**src/rtl/tcm_port_arbiter.sv**
```systemverilog
// Two-master arbiter for one TCM RAM port: round-robin with burst lock, byte-lane
// write steering, and lane-aligned, sign/zero-extended read responses.
//
// lock_owner | meaning
// -----------|-----------------------------------------------------------
// LOCK_NONE  | no hold; plain round-robin between valid masters
// LOCK_M0    | M0 holds the port while it keeps req_valid_i[0] high
// LOCK_M1    | M1 holds the port while it keeps req_valid_i[1] high
module tcm_port_arbiter #(
    parameter int MAX_PHY_ADDR = 4095,
    parameter int ADDR_WIDTH   = $clog2(MAX_PHY_ADDR + 1),
    parameter int MAX_ADDR     = MAX_PHY_ADDR
) (
    input  logic                    clk_i,
    input  logic                    rst_n_i,
    input  logic [1:0]              req_valid_i,
    output logic [1:0]              req_ready_o,
    input  logic [1:0]              req_lock_i,
    input  logic [2*ADDR_WIDTH-1:0] req_addr_i,
    input  logic [1:0]              req_we_i,
    input  logic [3:0]              req_size_i,
    input  logic [1:0]              req_unsigned_i,
    input  logic [63:0]             req_wdata_i,
    output logic [1:0]              rsp_valid_o,
    output logic [31:0]             rsp_rdata_o,
    output logic                    rsp_err_o,
    output logic [ADDR_WIDTH-1:0]   ram_addr_o,
    output logic [31:0]             ram_wdata_o,
    output logic [3:0]              ram_wr_o,
    input  logic [31:0]             ram_rdata_i
);

    typedef enum logic [1:0] {
        LOCK_NONE = 2'b00,
        LOCK_M0   = 2'b01,
        LOCK_M1   = 2'b10
    } lock_t;

    localparam logic [1:0] SIZE_BYTE = 2'b00;
    localparam logic [1:0] SIZE_HALF = 2'b01;
    localparam logic [1:0] SIZE_WORD = 2'b10;
    localparam logic [31:0] MAX_ADDR_U = 32'(MAX_ADDR);

    // last_grant: 0 = M0, 1 = M1
    lock_t                 lock_owner;
    lock_t                 lock_next;
    logic                  last_grant;
    logic                  last_next;

    logic                  sel;
    logic                  accept;
    logic [ADDR_WIDTH-1:0] addr;
    logic                  we;
    logic [1:0]            size;
    logic                  is_unsigned;
    logic                  lock;
    logic [31:0]           wdata;
    logic                  err;
    logic                  addr_over;
    logic [3:0]            strobe;
    logic [31:0]           wdata_rep;
    logic [ADDR_WIDTH-1:0] word_addr;
    logic [ADDR_WIDTH-1:0] addr_hold;

    logic                  rsp_pend;
    logic                  rsp_owner;
    logic [1:0]            rsp_size;
    logic [1:0]            rsp_lane;
    logic                  rsp_unsigned;
    logic                  rsp_we;
    logic                  rsp_err;
    logic [7:0]            byte_sel;
    logic [15:0]           half_sel;

    always_comb begin
        sel = 1'b0;
        if (lock_owner == LOCK_M1 && req_valid_i[1]) begin
            sel = 1'b1;
        end else if (lock_owner == LOCK_M0 && req_valid_i[0]) begin
            sel = 1'b0;
        end else if (req_valid_i == 2'b10) begin
            sel = 1'b1;
        end else if (req_valid_i == 2'b11) begin
            sel = ~last_grant;
        end
    end

    // Ready is forced low while reset is held, independent of the registered state.
    always_comb begin
        req_ready_o = 2'b00;
        if (rst_n_i) begin
            req_ready_o = sel ? {req_valid_i[1], 1'b0} : {1'b0, req_valid_i[0]};
        end
    end

    assign accept = |req_ready_o;

    always_comb begin
        if (sel) begin
            addr        = req_addr_i[2*ADDR_WIDTH-1:ADDR_WIDTH];
            we          = req_we_i[1];
            size        = req_size_i[3:2];
            is_unsigned = req_unsigned_i[1];
            lock        = req_lock_i[1];
            wdata       = req_wdata_i[63:32];
        end else begin
            addr        = req_addr_i[ADDR_WIDTH-1:0];
            we          = req_we_i[0];
            size        = req_size_i[1:0];
            is_unsigned = req_unsigned_i[0];
            lock        = req_lock_i[0];
            wdata       = req_wdata_i[31:0];
        end
    end

    assign addr_over = 32'(addr) > MAX_ADDR_U;

    always_comb begin
        err = addr_over;
        case (size)
            SIZE_HALF: if (addr[0])           err = 1'b1;
            SIZE_WORD: if (addr[1:0] != 2'b00) err = 1'b1;
            SIZE_BYTE: ;
            default:                           err = 1'b1;
        endcase
    end

    always_comb begin
        strobe    = 4'b1111;
        wdata_rep = wdata;
        case (size)
            SIZE_BYTE: begin
                strobe    = 4'b0001 << addr[1:0];
                wdata_rep = {4{wdata[7:0]}};
            end
            SIZE_HALF: begin
                strobe    = addr[1] ? 4'b1100 : 4'b0011;
                wdata_rep = {2{wdata[15:0]}};
            end
            default: ;
        endcase
    end

    assign word_addr   = addr >> 2;
    assign ram_addr_o  = accept ? word_addr : addr_hold;
    assign ram_wdata_o = wdata_rep;
    assign ram_wr_o    = (accept && we && !err) ? strobe : 4'b0000;

    // A lock lapses as soon as its owner drops valid, even without a new handshake.
    always_comb begin
        lock_next = lock_owner;
        last_next = last_grant;
        if (accept) begin
            last_next = sel;
            if (lock) begin
                lock_next = sel ? LOCK_M1 : LOCK_M0;
            end else begin
                lock_next = LOCK_NONE;
            end
        end else if ((lock_owner == LOCK_M0 && !req_valid_i[0]) ||
                     (lock_owner == LOCK_M1 && !req_valid_i[1])) begin
            lock_next = LOCK_NONE;
        end
    end

    always_ff @(posedge clk_i or negedge rst_n_i) begin
        if (!rst_n_i) begin
            lock_owner <= LOCK_NONE;
            last_grant <= 1'b1;
            addr_hold  <= '0;
        end else begin
            lock_owner <= lock_next;
            last_grant <= last_next;
            if (accept) begin
                addr_hold <= word_addr;
            end
        end
    end

    always_ff @(posedge clk_i or negedge rst_n_i) begin
        if (!rst_n_i) begin
            rsp_pend     <= 1'b0;
            rsp_owner    <= 1'b0;
            rsp_size     <= 2'b00;
            rsp_lane     <= 2'b00;
            rsp_unsigned <= 1'b0;
            rsp_we       <= 1'b0;
            rsp_err      <= 1'b0;
        end else begin
            rsp_pend <= accept;
            if (accept) begin
                rsp_owner    <= sel;
                rsp_size     <= size;
                rsp_lane     <= addr[1:0];
                rsp_unsigned <= is_unsigned;
                rsp_we       <= we;
                rsp_err      <= err;
            end
        end
    end

    assign rsp_valid_o = rsp_pend ? (rsp_owner ? 2'b10 : 2'b01) : 2'b00;
    assign rsp_err_o   = rsp_pend & rsp_err;
    assign byte_sel    = ram_rdata_i[{rsp_lane, 3'b000} +: 8];
    assign half_sel    = rsp_lane[1] ? ram_rdata_i[31:16] : ram_rdata_i[15:0];

    // Read data is formed straight from the RAM output; writes and errors return zero.
    always_comb begin
        rsp_rdata_o = 32'h0;
        if (rsp_pend && !rsp_we && !rsp_err) begin
            case (rsp_size)
                SIZE_BYTE: rsp_rdata_o = {{24{~rsp_unsigned & byte_sel[7]}}, byte_sel};
                SIZE_HALF: rsp_rdata_o = {{16{~rsp_unsigned & half_sel[15]}}, half_sel};
                default:   rsp_rdata_o = ram_rdata_i;
            endcase
        end
    end

endmodule

```
**config.mk**
```make
export PLATFORM = sky130hd
export DESIGN_NAME = tcm_port_arbiter
export DESIGN_NICKNAME = d
export VERILOG_FILES = /design/src/rtl/tcm_port_arbiter.sv
export SDC_FILE = /design/constraint.sdc
export NUM_CORES = 1
export LEC_CHECK = 0
export ABC_CLOCK_PERIOD_IN_PS = 3300
export CAP_MARGIN = 10
export CORE_MARGIN = 8
export CORE_UTILIZATION = 36
export CTS_CLUSTER_DIAMETER = 200
export DETAILED_ROUTE_END_ITERATION = 12
export PLACE_DENSITY = 0.87
export SLEW_MARGIN = 30
export SYNTH_ARGS = -nofsm -noshare
export SYNTH_HDL_FRONTEND = slang
export SYNTH_SLANG_ARGS = --single-unit
```
**constraint.sdc**
```tcl
create_clock -name clk_i -period 3.3 [get_ports clk_i]
set_input_delay 0.495 -clock clk_i [delete_from_list [all_inputs] [get_ports clk_i]]
set_output_delay 0.495 -clock clk_i [all_outputs]
set_load 0.01 [all_outputs]
```
==> run summary, run 1 <==
Run status -> finished, final reports clean
Hold Vio Cnt, Final -> 0
Hpwl dp -> 11510 µm
Initial Util -> 37.49%
Warnings, synthesis -> 0
Syn Area/Cell -> 7.789 µm²
# rows -> 31
Slew HR -> 48.12%
Critical path peak fanout -> 8
Initial antenna violation count -> 0
Routed WL -> 13820 µm
Worst Max-Slew Pin Slew -> 0.7754 ns
Post-route ant nets -> 0
Worst Setup End Kind -> output pin
NumNets Final -> 710
# hold bufs at CTS -> 0
Syn nets -> 485
Layout Skew -> 0.001074 ns
DR vias/cell -> 5.482
Gr ovfl total -> 0
Count of different cell masters after synthesis -> 42
Layout cells sized above 1 -> 6.957%
Largest net degree at the start of global routing -> 27
Port Buf Inserts -> 218
Clock-pin slew on the worst setup and hold paths -> 0.08 ns
FFs w/ async S/R, synth -> 100.0%
H-tree Lvls -> 1
Total global-route track usage -> 24.30%
Post-CTS sizing -> 0
Setup_tns -> 0 ns
Vias in the first global route -> 3850
Most frequent cells in the layout -> clkdlybuf4s50_1 (218), nand2_1 (47), nor2_1 (44), mux2i_1 (43)
Die Width -> 103.1 µm
Final Core Density -> 71.84%
Residual DRC -> 0
Max Clk Rate -> 311.0 MHz
Area of the multi-input gates -> 0.001929 mm²
Fin crit share -> 97.43%
Cell Area, Synth -> 0.002734 mm²
CTS Buffer Depth -> 2
Area Growth Syn to Fin -> 91.62%
Worst EP arrival -> 2.72 ns
Top-level I/O count -> 219
DIE HEIGHT -> 103.1 µm
Routed wire per std cell -> 20.51 µm
Core box area -> 0.007292 mm²
Leakage power -> 2.317 nW
Period minus WS final -> 3.215 ns
Number of synthesized flops with an enable pin -> 0
Reg area -> 601.8 µm²
Drt pass-1 iters -> 4
Peak VDD IR -> 212.2 µV
Worst Path Required -> 2.80 ns
Crit-path cells -> clkdlybuf4s50_1 > mux4_1 > nand2b_1 > o21a_1 > a221oi_1 > buf_4 > clkdlybuf4s50_1
Fillers -> 533
Clock Root Buffer -> clkbuf_8
Num CTS Buffers -> 3
RSZ-0062 raised after global routing -> false
HP Class -> input port to async pin
Routed vias -> 3695
Insertion delay to the later sink of the worst-skew pair -> 0.27 ns
Power Density -> 284.6 mW/mm²
CP Launch Type -> input port
Kind of critical path -> input port to output pin
Slowest CP cell -> mux4_1
Commonest non-fill, non-tap cell in the layout -> clkdlybuf4s50_1
First-pass GRT wire length -> 20160 µm
Final GP Congestion -> 0.9186
CTS tree -> yes
Die ar. -> 0.01064 mm²
Sequential element share of the synthesized area -> 22.01%
Most used cell, CP -> clkdlybuf4s50_1
Initial drt markers -> 255
Peak per-stage delay on the critical path -> 0.54 ns
Max Cap Violations -> 0
Clock sinks -> 24
Main synth FF type -> dfrtp_1
Setup violators final -> 0
Post-CTS Setup Bufs -> 0
Seq cells post-synth -> 24
Post-Synthesis Cells -> 351
Tot Pwr -> 1.491 mW
Max-slew violations -> 0
Antenna cell count -> 0
## flip-flops by register name (all words and copies together) (netlist names)
name / flops
rsp_we: 1
rsp_lane: 2
rsp_size: 2
rsp_owner: 1
rsp_pend: 1
lock_owner: 2
last_grant: 1
addr_hold: 12
rsp_unsigned: 1
rsp_err: 1
## critical path: cells and delay by family
| kind | cells | cell delay [ns] |
|---|---|---|
| buffers and inverters | 3 | 1.09 |
| muxes | 1 | 0.54 |
| AOI/OAI and AO/OA | 2 | 0.43 |
| and+or+nand+nor | 1 | 0.16 |
## final timing paths
check                           startpoint               to  slack, ns  cells past startpoint
setup / recovery           ram_rdata_i[23]  rsp_rdata_o[13]       0.08                      7
min in group clk_i           addr_hold[11]    addr_hold[11]       0.49                      1
setup reg to reg             lock_owner[0]     addr_hold[5]       1.57                      5
max in group asynchronous          rst_n_i     addr_hold[3]       2.41                      2
hold reg to reg              addr_hold[11]    addr_hold[11]       0.49                      1
hold / removal                     rst_n_i           rsp_we       0.44                      1
## routing by layer
| layer | vias to the layer above | part of all wire, % | track usage (%) |
|---|---|---|---|
| met5 | - | 0 | 0 |
| met4 | 0 | 2.9 | 8.676 |
| met3 | 25 | 13 | 9.318 |
| met2 | 229 | 49 | 44.57 |
| met1 | 1693 | 36 | 24.37 |
| li1 | 1748 | - | - |
## report_power, final
group	internal [mW]	total, mW	switching, mW	leakage [nW]
combinational	0.476	0.864	0.388	2.00
sequential	0.333	0.367	0.0342	0.283
clock	0.162	0.260	0.0979	0.0357
## cell usage after synthesis, types with 7 or more instances
cell,n,share of area (%)
nand2_1,47,6.5
nor2_1,44,6.0
mux2i_1,43,16
dfrtp_1,23,21
inv_1,20,2.7
a21o_1,18,4.9
a22o_1,17,5.4
a211oi_1,16,4.4
clkbuf_1,16,2.2
o21ai_0,15,2.7
a31oi_1,13,3.0
a221oi_1,8,2.6
a222oi_1,7,2.6
## through the flow
stage	instances	setup slack, ns	instance area [µm²]	hold WS [ns]
6_report	674	0.08468	5239	0.4427
5_1_grt	674	0.005318	5239	0.4367
4_1_cts	674	0.04449	5231	0.4405
3_5_place_dp	670	0.1004	5160	0.4757
3_3_place_gp	670	0.1070	5160	0.4686
2_1_floorplan	351	1.034	2734	0.1994
## layout make-up
type | instances | area share [%]
Inverter | 20 | 1.433
Sequential cell | 24 | 11.49
Timing Repair Buffer | 246 | 46.53
Tap cell | 99 | 2.364
Multi-Input combinational cell | 281 | 36.83
Clock inverter | 1 | 0.5732
Clock buffer | 3 | 0.7882
## cell families (layout without fill, tap and decap cells)
family | after synthesis | after routing | share of synthesized area, %
AO/OA/AOI/OAI | 119 | 119 | 33.27
AND/OR/NAND/NOR | 112 | 112 | 17.44
multiplexers | 48 | 48 | 19.18
buffers and inverters | 46 | 270 | 7.460
flip-flops | 24 | 24 | 22.01
XOR/XNOR | 2 | 2 | 0.6408
No activity file was read; power rests on OpenSTA's default activity.
==> inputs of run 2 (changes only) <==
--- a/config.mk
+++ b/config.mk
@@ -13,4 +13,6 @@
 export DETAILED_ROUTE_END_ITERATION = 12
 export PLACE_DENSITY = 0.87
+export SETUP_SLACK_MARGIN = 0.15
+export SKIP_LAST_GASP = 1
 export SLEW_MARGIN = 30
 export SYNTH_ARGS = -nofsm -noshare
==> constraint.sdc (replaced) <==
create_clock -name clk_i -period 3.3 [get_ports clk_i]
set_input_delay 0.99 -clock clk_i [delete_from_list [all_inputs] [get_ports clk_i]]
set_output_delay 0.99 -clock clk_i [all_outputs]
set_load 0.01 [all_outputs]
==> run 2 against run 1 <==
Compared with the run above:
- critical endpoint is now rsp_rdata_o[27]
- the run now ends with setup timing left
- worst setup slack worse by 0.27 ns
- power is 30% higher
- core utilization increased by 20 points
- register-to-register slack worse by 0.60 ns
- flip-flop and latch count unchanged
- sequential share of layout area shrank 2.5 points
- global-route usage grew 9.5 points
==> run summary, run 2 (synthesis gave the netlist of run 1 again) <==
Worst EP arrival -> 2.49 ns
DR vias/cell -> 6.355
Initial drt markers -> 517
Period minus WS final -> 3.484 ns
Buf/Inv on CP -> 5
RR Endpoint -> rsp_lane[0]
Total global-route track usage -> 33.78%
Vias in the first global route -> 5169
Area Growth Syn to Fin -> 145.0%
Critical path peak fanout -> 3
Gr ovfl total -> 0
H-tree Lvls -> 1
Layout cells sized above 1 -> 50.44%
Crit-path cells -> buf_6 > mux4_2 > nand2b_4 > a2111oi_4 > buf_4 > buf_6 > buf_6 > a21o_1 > buf_2
Final Core Density -> 91.87%
Layout Skew -> 0.01904 ns
DIE HEIGHT -> 103.1 µm
Core box area -> 0.007292 mm²
Max Clk Rate -> 287.0 MHz
Kind of critical path -> input port to output pin
Fin crit share -> 105.6%
Leakage power -> 3.236 nW
Port Buf Inserts -> 218
CP Launch Type -> input port
Max Cap Violations -> 0
Die ar. -> 0.01064 mm²
Hold Vio Cnt, Final -> 0
Routed vias -> 5008
Num CTS Buffers -> 3
Failing checks -> setup timing
Hold Path Cell Cnt -> 1
Biggest register -> addr_hold
Clock-pin slew on the worst setup and hold paths -> 0.10 ns
Die Width -> 103.1 µm
Commonest non-fill, non-tap cell in the layout -> clkdlybuf4s50_1
Most frequent cells in the layout -> clkdlybuf4s50_1 (97), buf_4 (91), buf_2 (61), buf_6 (47), nor2_1 (36)
First-pass GRT wire length -> 27700 µm
Residual DRC -> 0
Post-route ant nets -> 0
Max reg flops -> 12
Hold Path Sink -> rsp_owner
Most used cell, CP -> buf_6
Slowest CP cell -> mux4_2
Peak per-stage delay on the critical path -> 0.52 ns
Drt pass-1 iters -> 6
Worst Max-Slew Pin Slew -> 0.4730 ns
Initial Util -> 37.49%
HP Class -> flip-flop to flip-flop
# hold bufs at CTS -> 0
NumNets Final -> 823
Setup violators final -> 45
Setup_tns -> -3.976 ns
FF-to-FF Start -> lock_owner[0]
# rows -> 31
Routed wire per std cell -> 28.80 µm
Clock sinks -> 24
PnR worst setup slack -> -0.1845 ns
Slew HR -> 68.25%
Worst Setup End Kind -> output pin
Largest net degree at the start of global routing -> 20
Power Density -> 290.4 mW/mm²
CTS Buffer Depth -> 2
Worst reg-to-reg setup slack -> 0.97 ns
Top-level I/O count -> 219
Peak VDD IR -> 170.5 µV
Hold wc startpoint -> rsp_owner
RSZ-0062 raised after global routing -> true
Tot Pwr -> 1.945 mW
Clock Root Buffer -> clkbuf_8
Final GP Congestion -> 0.9709
Reg2Reg Depth -> 11
Run status -> finished with violations
Largest delay contributor family on the critical path -> buffers and inverters
Initial antenna violation count -> 1
Worst Path Required -> 2.31 ns
Insertion delay to the later sink of the worst-skew pair -> 0.29 ns
CTS tree -> yes
Routed WL -> 22690 µm
Max-slew violations -> 0
Hpwl dp -> 12610 µm
-- run 2: changes by cell type in the layout (fill, tap and decap cells not counted), sizes merged --
cell and delta:
dlygate4sd2 +24, buf +192, clkdlybuf4s15 +6, diode +1
clkdlybuf4s50 -121, clkbuf +10, dlymetal6s2s +2
-- run 2: through the flow --
stage                     worst slack [ns]  area (µm²)  cells  hold WS [ns]
final                              -0.1845        6699    788        0.5617
after floorplan                     0.1336        2778    351        0.4649
after CTS                          -0.1322        6241    772        0.5246
after detailed placement           -0.8878        5684    726        0.4984
after global routing               -0.3521        6699    788        0.5770
after global placement             -0.8481        5684    726        0.4829
-- run 2: final cells by class --
class                   instances  area [µm²]
diodes                          1       2.502
multi-input cells             281        2527
well taps                      99       123.9
clock inverters                 1       30.03
repair buffers                359        3294
inverters                      20       77.57
clock buffers                   3       41.29
fillers                       270       593.1
flip-flops and latches         24       601.8
-- run 2: how the worst max path moves through the flow --
stage / endpoint / cells after the start / slack [ns] / start
2_1_floorplan: ram_wdata_o[16] / 4 / 0.13 / req_valid_i[0]
3_3_place_gp: rsp_rdata_o[13] / 7 / -0.85 / ram_rdata_i[15]
3_5_place_dp: rsp_rdata_o[14] / 7 / -0.89 / ram_rdata_i[15]
4_1_cts: rsp_rdata_o[23] / 9 / -0.13 / ram_rdata_i[31]
5_1_grt: ram_wdata_o[31] / 10 / -0.35 / lock_owner[0]
6_report: rsp_rdata_o[27] / 9 / -0.18 / ram_rdata_i[31]
-- run 2: where the power goes --
part	internal [mW]	switching, mW
clock	0.163	0.108
sequential	0.333	0.0404
combinational	0.661	0.640
-- run 2: routing by layer --
metal | routed length, µm | track usage [%] | up-vias
met4 | 1946 | 20.47 | 0
li1 | - | - | 1985
met3 | 2918 | 9.723 | 193
met2 | 10730 | 63.42 | 530
met5 | 0 | 0 | -
met1 | 7100 | 31.57 | 2300
-- run 2: timing repair --
item	4_1_cts	5_1_grt
setup buffers	37	13
cloned	5	2
gates resized for setup	507	98
setup endpoints to repair	82	74
pin swaps	31	31
==> inputs of run 3 (changes only) <==
Settings changed: ABC_AREA from default to 1, PLACE_DENSITY 0.87 to 0.88.
==> run 3 against run 2 <==
Compared with the run above:
- the flow still finishes with violations (setup timing)
- largest power group unchanged
- hold slack worse by 0.056 ns
- non-clock buffer count is 57 lower
- global-route usage is 1.9 points lower
==> run summary, run 3 <==
Area Growth Syn to Fin -> 127.9%
Leakage power -> 3.050 nW
Simple-gate share of the synthesized area -> 46.64%
Hpwl dp -> 11080 µm
Vias in the first global route -> 4999
Tot Pwr -> 2.686 mW
Dominant cell type by area after synthesis -> nand2_1
Fin crit share -> 108.8%
Synth cell count leaders -> nand2_1 (186), nor2_1 (70), inv_1 (35), dfrtp_1 (23), a21oi_1 (17)
Worst Setup End Kind -> output pin
Seq cells post-synth -> 24
Total global-route track usage -> 31.87%
Post-synth top area share -> 26.23%
Sequential element share of the synthesized area -> 22.61%
CP Launch Type -> input port
DP Area -> 0.005245 mm²
Slew HR -> 68.00%
Clock-pin slew on the worst setup and hold paths -> 0.09 ns
Biggest register -> addr_hold
Initial antenna violation count -> 1
Gr ovfl total -> 0
Worst EP arrival -> 2.60 ns
Post-Synthesis Cells -> 465
Hold Vio Cnt, Final -> 0
Max-slew violations -> 0
Initial drt markers -> 315
Largest net degree at the start of global routing -> 24
Number of synthesized flops with an enable pin -> 0
Core box area -> 0.007214 mm²
Post-synthesis mux area share -> 2.633%
Drt pass-1 iters -> 5
Main combinational cell family by area after synthesis -> simple AND/OR/NAND/NOR gates
Worst Path Required -> 2.31 ns
Die Width -> 102.0 µm
Post-route cell area -> 0.006066 mm²
Final GP Congestion -> 0.9518
Run status -> finished with violations
# rows -> 31
Layout cells sized above 1 -> 39.73%
Syn nets -> 599
DIE HEIGHT -> 102.0 µm
Count of different cell masters after synthesis -> 29
Synth Area in Compound Gates -> 16.97%
Period minus WS final -> 3.590 ns
Max Clk Rate -> 278.5 MHz
Cell Area, Synth -> 0.002661 mm²
Reg area -> 601.8 µm²
Clock Root Buffer -> clkbuf_8
Initial Util -> 36.89%
Max Cap Violations -> 0
Pre-CTS setup slack -> -0.9226 ns
Adder-Cell Fraction of Synth Area -> 0%
Warnings, synthesis -> 0
Kind of critical path -> input port to output pin
Layout Skew -> 0.01542 ns
Top-level I/O count -> 219
Area of the multi-input gates -> 0.002338 mm²
Num CTS Buffers -> 3
Critical path peak fanout -> 6
Most frequent cells in the layout -> nand2_1 (149), clkdlybuf4s50_1 (121), buf_2 (67), nor2_1 (53), buf_4 (52)
First-pass GRT wire length -> 25790 µm
Failing checks -> setup timing
CTS tree -> yes
CTS Buffer Depth -> 2
Top-count cell post-synth -> nand2_1
# hold bufs at CTS -> 0
Routed wire per std cell -> 23.75 µm
Syn Area/Cell -> 5.723 µm²
Routed vias -> 4949
Residual DRC -> 0
Clock sinks -> 24
HP Class -> flip-flop to flip-flop
Synth Area in XOR/XNOR -> 0%
Setup violators final -> 47
Routed WL -> 20190 µm
Peak VDD IR -> 291.8 µV
PnR worst setup slack -> -0.2904 ns
Post-route ant nets -> 0
Final Core Density -> 84.08%
Insertion delay to the later sink of the worst-skew pair -> 0.29 ns
Power Density -> 442.8 mW/mm²
Fillers -> 393
Main synth FF type -> dfrtp_1
Commonest non-fill, non-tap cell in the layout -> nand2_1
Worst Max-Slew Pin Slew -> 0.4749 ns
Die ar. -> 0.01040 mm²
Port Buf Inserts -> 218
H-tree Lvls -> 1
NumNets Final -> 885
FFs w/ async S/R, synth -> 100.0%
Top area cells in the synthesized netlist -> nand2_1 (26%), dfrtp_1 (22%), nor2_1 (9.9%), inv_1 (4.9%), a21oi_1 (3.2%)
Max reg flops -> 12
DR vias/cell -> 5.822
RSZ-0062 raised after global routing -> true
[run 3: changes by cell type after synthesis, sizes merged, moves of 14 or more]
cell    change
nand3      +14
nor2       +28
a22o       -17
a21o       -18
inv        +20
a211oi     -16
mux2i      -38
nand2     +146
[run 3: worst max-delay path: stages]
cell and delay [ns]:
buf_8 0.09, inv_6 0.04, a21oi_4 0.22, nand2_4 0.13, buf_6 0.15, nand3b_1 0.15, nand2_4 0.10, inv_8 0.10
buf_6 0.11, buf_12 0.11, nor2_1 0.05, a31oi_1 0.17, buf_2 0.17
[run 3: cell type report]
type                       instances  share of cell area [%]
timing repair buffer             302                   45.46
multi-input combinational        380                   38.55
sequential                        24                   9.922
inverter                          40                   2.805
tap                               99                   2.042
clock buffer                       3                  0.6807
clock inverter                     1                  0.4950
antenna                            1                 0.04125
[run 3: what timing repair did]
| action | in CTS | in global routing |
|---|---|---|
| setup buffers | 23 | 8 |
| resized for setup | 474 | 69 |
| endpoints found under the setup margin | 82 | 81 |
| pin swaps | 38 | 25 |
| gates cloned | 8 | 0 |
[run 3: power by group]
part | leakage, nW | internal [mW] | switching [mW]
Combinational | 2.72 | 0.906 | 1.08
Clock | 0.0357 | 0.163 | 0.119
Sequential | 0.295 | 0.355 | 0.0659
[run 3: layer usage]
metal	GRT usage [%]	share of wire (%)	up-vias
met3	11.24	12	156
met1	29.84	31	2293
li1	-	-	2066
met4	21.11	9.1	0
met5	0	0	-
met2	57.42	48	434
[run 3: final timing paths]
| check | startpoint | to | slack [ns] | cells after the start |
|---|---|---|---|---|
| setup / recovery | req_valid_i[1] | ram_wdata_o[16] | -0.29 | 13 |
| hold / removal | addr_hold[0] | addr_hold[0] | 0.51 | 2 |
| setup reg to reg | lock_owner[1] | lock_owner[0] | 1.00 | 12 |
| hold reg to reg | addr_hold[0] | addr_hold[0] | 0.51 | 2 |
| max in group asynchronous | rst_n_i | last_grant | 1.89 | 3 |
| min in group asynchronous | rst_n_i | addr_hold[8] | 0.86 | 2 |
[run 3: cell families (layout without fill, tap and decap cells)]
kind of cell	after synthesis	in the layout
AO/OA/AOI/OAI	70	70
buffers and inverters	63	346
flip-flops	24	24
multiplexers	7	7
other	0	1
AND/OR/NAND/NOR	301	303
[run 3: through the flow]
stage	std cells	hold slack, ns	setup TNS, ns
after floorplan	465	0.4468	0
after global placement	806	0.4493	-52.14
after detailed placement	806	0.4483	-55.91
after CTS	841	0.4714	-0.1151
after global routing	850	0.5131	-11.15
final	850	0.5052	-8.573
